<file path="src/rtl/alu_pkg.sv">
// Shared definitions for the ALU response unit: function codes and FSM states.
package alu_pkg;

  // Function codes understood by the unit
  localparam logic [3:0] AF_ADD     = 4'b0000;
  localparam logic [3:0] AF_SUB     = 4'b0010;
  localparam logic [3:0] AF_AND     = 4'b0100;
  localparam logic [3:0] AF_OR      = 4'b0101;
  localparam logic [3:0] AF_XOR     = 4'b0110;
  localparam logic [3:0] AF_NOR_LUI = 4'b0111;
  localparam logic [3:0] AF_SLT     = 4'b1010;
  localparam logic [3:0] AF_MUL     = 4'b1100;

  // Control FSM encoding
  typedef enum logic [1:0] {
    IDLE = 2'd0,
    MUL  = 2'd1,
    RESP = 2'd2
  } state_e;

  // The multiply is the only code that does not finish in one cycle
  function automatic logic is_multicycle(input logic [3:0] af);
    return (af == AF_MUL);
  endfunction

endpackage

</file>
<file path="src/rtl/alu_comb_core.sv">
// Purely combinational evaluation of all single-cycle function codes.
// The multiply code is reported as supported with a zero result; the
// caller routes it to the iterative datapath instead.
module alu_comb_core
  import alu_pkg::*;
#(
  parameter int N = 32
) (
  input  logic [N-1:0] a_i,
  input  logic [N-1:0] b_i,
  input  logic [3:0]   af_i,
  input  logic         imm_i,
  output logic [N-1:0] res_o,
  output logic         ovf_o,
  output logic         err_o
);

  logic [N-1:0] sum;
  logic [N-1:0] diff;

  assign sum  = a_i + b_i;
  assign diff = a_i - b_i;

  // Select the result and flags for the requested function code
  always_comb begin
    res_o = '0;
    ovf_o = 1'b0;
    err_o = 1'b0;
    case (af_i)
      AF_ADD: begin
        res_o = sum;
        ovf_o = (a_i[N-1] == b_i[N-1]) && (sum[N-1] != a_i[N-1]);
      end
      AF_SUB: begin
        res_o = diff;
        ovf_o = (a_i[N-1] != b_i[N-1]) && (diff[N-1] != a_i[N-1]);
      end
      AF_AND: res_o = a_i & b_i;
      AF_OR:  res_o = a_i | b_i;
      AF_XOR: res_o = a_i ^ b_i;
      AF_NOR_LUI: begin
        if (imm_i) begin
          res_o = {b_i[15:0], {(N-16){1'b0}}};
        end else begin
          res_o = ~(a_i | b_i);
        end
      end
      AF_SLT: res_o = ($signed(a_i) < $signed(b_i)) ? '1 : '0;
      AF_MUL: res_o = '0;
      default: err_o = 1'b1;
    endcase
  end

endmodule

</file>
<file path="src/rtl/alu_resp_unit.sv">
// Execute-stage responder: accepts one ALU op per request handshake and
// returns a registered result on a response handshake. Single-cycle ops
// answer on the next cycle; unsigned multiply iterates shift-add for N
// cycles plus one cycle to register the product.
module alu_resp_unit
  import alu_pkg::*;
#(
  parameter int N  = 32,
  parameter int CW = $clog2(N) + 1
) (
  input  logic         clk,
  input  logic         rst,
  input  logic         req_valid,
  output logic         req_ready,
  input  logic [N-1:0] req_a,
  input  logic [N-1:0] req_b,
  input  logic [3:0]   req_af,
  input  logic         req_i,
  output logic         rsp_valid,
  input  logic         rsp_ready,
  output logic [N-1:0] rsp_res,
  output logic         rsp_ovf,
  output logic         rsp_err
);

  state_e         state_q, state_d;
  logic [CW-1:0]  cnt_q, cnt_d;
  logic [2*N-1:0] acc_q, acc_d;      // {partial product high, multiplier low}
  logic [N-1:0]   mcand_q, mcand_d;
  logic           rsp_valid_q, rsp_valid_d;
  logic [N-1:0]   rsp_res_q, rsp_res_d;
  logic           rsp_ovf_q, rsp_ovf_d;
  logic           rsp_err_q, rsp_err_d;

  logic           accept;
  logic [N-1:0]   core_res;
  logic           core_ovf;
  logic           core_err;
  logic [N-1:0]   addend;
  logic [N:0]     step_sum;

  alu_comb_core #(.N(N)) u_core (
    .a_i   (req_a),
    .b_i   (req_b),
    .af_i  (req_af),
    .imm_i (req_i),
    .res_o (core_res),
    .ovf_o (core_ovf),
    .err_o (core_err)
  );

  // A held response that is being consumed frees the unit on the same edge
  assign req_ready = (state_q == IDLE) || ((state_q == RESP) && rsp_ready);
  assign accept    = req_valid && req_ready;

  // One shift-add step: add the multiplicand when the current multiplier
  // bit is set, keeping the carry so nothing is lost before the shift
  assign addend   = acc_q[0] ? mcand_q : '0;
  assign step_sum = {1'b0, acc_q[2*N-1:N]} + {1'b0, addend};

  // Next-state, multiply datapath and response-register load logic
  always_comb begin
    state_d     = state_q;
    cnt_d       = cnt_q;
    acc_d       = acc_q;
    mcand_d     = mcand_q;
    rsp_valid_d = rsp_valid_q;
    rsp_res_d   = rsp_res_q;
    rsp_ovf_d   = rsp_ovf_q;
    rsp_err_d   = rsp_err_q;

    case (state_q)
      MUL: begin
        if (cnt_q == CW'(N)) begin
          // All N steps done: publish the low half, flag a non-zero high half
          rsp_res_d   = acc_q[N-1:0];
          rsp_ovf_d   = |acc_q[2*N-1:N];
          rsp_err_d   = 1'b0;
          rsp_valid_d = 1'b1;
          state_d     = RESP;
        end else begin
          acc_d = {step_sum, acc_q[N-1:1]};
          cnt_d = cnt_q + CW'(1);
        end
      end
      RESP: begin
        if (rsp_ready) begin
          rsp_valid_d = 1'b0;
          state_d     = IDLE;
        end
      end
      default: ;
    endcase

    // A new request overrides the drain above, giving bubble-free streaming
    if (accept) begin
      if (is_multicycle(req_af)) begin
        mcand_d     = req_a;
        acc_d       = {{N{1'b0}}, req_b};
        cnt_d       = '0;
        rsp_valid_d = 1'b0;
        state_d     = MUL;
      end else begin
        rsp_res_d   = core_res;
        rsp_ovf_d   = core_ovf;
        rsp_err_d   = core_err;
        rsp_valid_d = 1'b1;
        state_d     = RESP;
      end
    end
  end

  // State, datapath and response registers; reset drops any op in flight
  always_ff @(posedge clk or posedge rst) begin
    if (rst) begin
      state_q     <= IDLE;
      cnt_q       <= '0;
      acc_q       <= '0;
      mcand_q     <= '0;
      rsp_valid_q <= 1'b0;
      rsp_res_q   <= '0;
      rsp_ovf_q   <= 1'b0;
      rsp_err_q   <= 1'b0;
    end else begin
      state_q     <= state_d;
      cnt_q       <= cnt_d;
      acc_q       <= acc_d;
      mcand_q     <= mcand_d;
      rsp_valid_q <= rsp_valid_d;
      rsp_res_q   <= rsp_res_d;
      rsp_ovf_q   <= rsp_ovf_d;
      rsp_err_q   <= rsp_err_d;
    end
  end

  assign rsp_valid = rsp_valid_q;
  assign rsp_res   = rsp_res_q;
  assign rsp_ovf   = rsp_ovf_q;
  assign rsp_err   = rsp_err_q;

endmodule

</file>
<file path="config.mk">
export PLATFORM = sky130hd
export DESIGN_NAME = alu_resp_unit
export DESIGN_NICKNAME = d
export VERILOG_FILES = /design/src/rtl/alu_pkg.sv /design/src/rtl/alu_comb_core.sv /design/src/rtl/alu_resp_unit.sv
export SDC_FILE = /design/constraint.sdc
export NUM_CORES = 1
export LEC_CHECK = 0
export ABC_AREA = 1
export CAP_MARGIN = 40
export CORE_UTILIZATION = 40
export CTS_CLUSTER_DIAMETER = 30
export CTS_CLUSTER_SIZE = 20
export DETAILED_ROUTE_END_ITERATION = 10
export GPL_ROUTABILITY_DRIVEN = 0
export RECOVER_POWER = 50
export SLEW_MARGIN = 15
export SYNTH_ARGS = -nofsm -noshare
export SYNTH_HDL_FRONTEND = slang
export SYNTH_SLANG_ARGS = --single-unit
</file>
<file path="constraint.sdc">
create_clock -name clk -period 5.9 [get_ports clk]
set_clock_uncertainty 0.2 [all_clocks]
set_input_delay 0.885 -clock clk [delete_from_list [all_inputs] [get_ports clk]]
set_output_delay 0.885 -clock clk [all_outputs]
set_load 0.005 [all_outputs]
</file>
==> metrics <==
status=finished, violations left; failing checks=capacitance limit, slew limit; Die Ht=195.8 um; DRC=0; largest cells by area after synthesis=dfrtp_1 (23%), nand2_1 (17%), ha_1 (12%); most frequent cells in the layout=nand2_1 (670), inv_1 (362), nor2_1 (285); Root Buffer=clkbuf_16; Clock Tree Buf Depth=2; max-slew violations=65; die outline width=195.8 um; # IOs=109; Yosys cell types=55; nets@finish=2737; slew at the pin with the worst max-slew slack=2891 ps; first-pass GRT wire length=91.40 mm; peak supply drop=0.1410 mV; Via density=5.601; setup TNS=0 ps; post-route antenna net violation count=0; Area Growth Syn to Fin=14.02%; Worst-path clk slew=60 ps; Post-Synthesis Cells=2464; Post-Synth Adder-Cell Area=12.22%; largest family of logic cells by synthesized area=simple AND/OR/NAND/NOR gates; Fmax=239.4 MHz; TritonCTS clock tree=built; post-synthesis compound-gate area fraction=16.38%; commonest non-fill, non-tap cell in the layout=nand2_1; fin crit share=70.80%; PD cells=166.8 mW/mm^2; share of layout cells above drive strength 1=4.344%; TritonCTS Buffers=17; DR vias=16809; gr usage total=31.27%; drt first-iter violations=1922; Port Buffers=108; Hold Buf Count CTS=0; RSZ-0062 raised after global routing=no; clock sinks=138; worst setup path class=in -> async; Syn Std Cell Area=0.01503 mm^2; critical path fanouts, max=64; pre-CTS setup slack=1671 ps; slowest CP cell=clkinvlp_2; Main synth FF type=dfrtp_1; DRT Wirelength=59.80 mm; initial antenna violation count=3; post-CTS setup buffers=0; EDFF count, synth=0; post-DP HPWL=46.50 mm; Worst Hold Class=reg -> reg; Mapped Nets=2682; Pre-antenna DRT Iters=7; Crit. End Element=asynchronous set/reset pin; fin worst setup slack=1723 ps; FF+latch count, synth=138; post-synthesis mux area share=0%; CP required=6050 ps; row count=70; Max Cap Violations=1; Mapped Avg Cell Area=6.100 um^2; share of the synthesized area in the top cell type=22.98%; XOR/XNOR Fraction of Synth Area=1.282%; vias in the first global route=16022; Core Region=0.03679 mm^2; Yosys top cell by area=dfrtp_1; wire per inst=19.93 um; Critical Path AT=4320 ps; Post-Synth Simple-Gate Area=34.72%; Clock Latency Late Sink=450 ps; DIE AREA=0.03835 mm^2; Yosys warning total=0; H-tree lvl count=4; Initial Util=40.86%; final setup fails=0; largest net degree at the start of global routing=88; grt ovf=0; Cell Chain, Critical Path=dlygate4sd3_1 > clkinvlp_2 > clkbuf_2; Max-Slew Margin vs Limit=-93.78%; crit path time final=4177 ps; Async S/R FF share, synth=100.0%; cts repair resizes=0; Leak=0.009285 uW; crit path launch type=input pin; Crit path largest cell delay=1610 ps; sequential-to-total area share from yosys stat=22.98%; final hold vios=0
[cell usage after synthesis, types with 2 or more instances]
cell type,count
a211oi_1,7
a21o_1,10
a21oi_1,150
a221oi_1,3
a31oi_1,22
a31oi_2,2
and2_1,3
and3_1,2
buf_1,2
buf_2,36
buf_4,6
buf_6,3
clkbuf_1,41
dfrtp_1,138
fa_1,3
ha_1,142
inv_1,364
inv_2,16
nand2_1,671
nand2_2,9
nand3_1,152
nand3_2,7
nand3b_1,3
nand4_1,41
nor2_1,286
nor2_2,11
nor3_1,37
nor3_2,2
nor3b_1,2
nor4_1,11
o2111ai_1,2
o211ai_1,10
o21ai_0,188
o21ai_1,6
o21bai_1,15
o221ai_1,4
o22ai_1,19
xnor2_1,6
xor2_1,16
[cells by family after synthesis]
family / count (synthesis)
AO/OA/AOI/OAI: 445
XOR/XNOR: 22
adder cells (fa/ha/maj): 145
buffers and inverters: 470
flip-flops: 138
AND/OR/NAND/NOR: 1244
[state kept, by name, summed over array words and instances, names as in the netlist]
signal   count
rsp_ovf      1
rsp_err      1
acc_q       64
mcand_q     32
cnt_q        6
state_q      2
rsp_res     32
[area by class of cell]
| cell class | count | area [um^2] |
|---|---|---|
| clock inverter | 14 | 207.7 |
| timing repair buffer | 126 | 1294 |
| inverter | 380 | 1430 |
| sequential | 138 | 3453 |
| multi-input combinational | 1856 | 9724 |
| clock buffer | 18 | 439.2 |
| tap | 468 | 585.6 |
| antenna | 1 | 2.502 |
| fill | 3942 | 19650 |
[critical path, delay by kind of cell]
family	cells	cell delay, ps
buf+inv	3	3330
[layer usage]
| metal | up-vias | GRT usage (%) | routed length (um) |
|---|---|---|---|
| met5 | - | 0 | 0 |
| met4 | 0 | 15.65 | 3173 |
| met3 | 169 | 6.309 | 5827 |
| met2 | 885 | 47.54 | 25320 |
| met1 | 7733 | 42.06 | 25470 |
| li1 | 8022 | - | - |
[final timing paths]
path	start	slack, ps	cells past startpoint	to
max in group clk	req_a[21]	2000	13	rsp_res[9]
worst min register to register	mcand_q[8]	290	2	mcand_q[8]
min in group asynchronous	rst	1490	2	cnt_q[5]
worst max register to register	cnt_q[0]	2850	11	acc_q[26]
worst min-delay path	mcand_q[8]	290	2	mcand_q[8]
worst max-delay path	rst	1720	3	acc_q[53]
[metrics by stage]
step / instances / utilization, % / total power (uW) / cell area (um^2) / hold slack, ps
3_3_place_gp: 2964 / 44.57 / 1628 / 16400 / 265.9
4_1_cts: 2998 / 46.45 / 2848 / 17090 / 289.6
6_report: 3001 / 46.59 / 2859 / 17140 / 285.8
2_1_floorplan: 2464 / - / 1390 / 15030 / 252.9
5_1_grt: 3001 / 46.59 / 2975 / 17140 / 304.3
3_5_place_dp: 2966 / 44.69 / 1630 / 16440 / 273.4
[power by group]
| part | internal (uW) | switching [uW] |
|---|---|---|
| Combinational | 209 | 486 |
| Sequential | 946 | 0 |
| Clock | 729 | 488 |
| Total | 1880 | 974 |
Power figures use the tool's default switching activity.
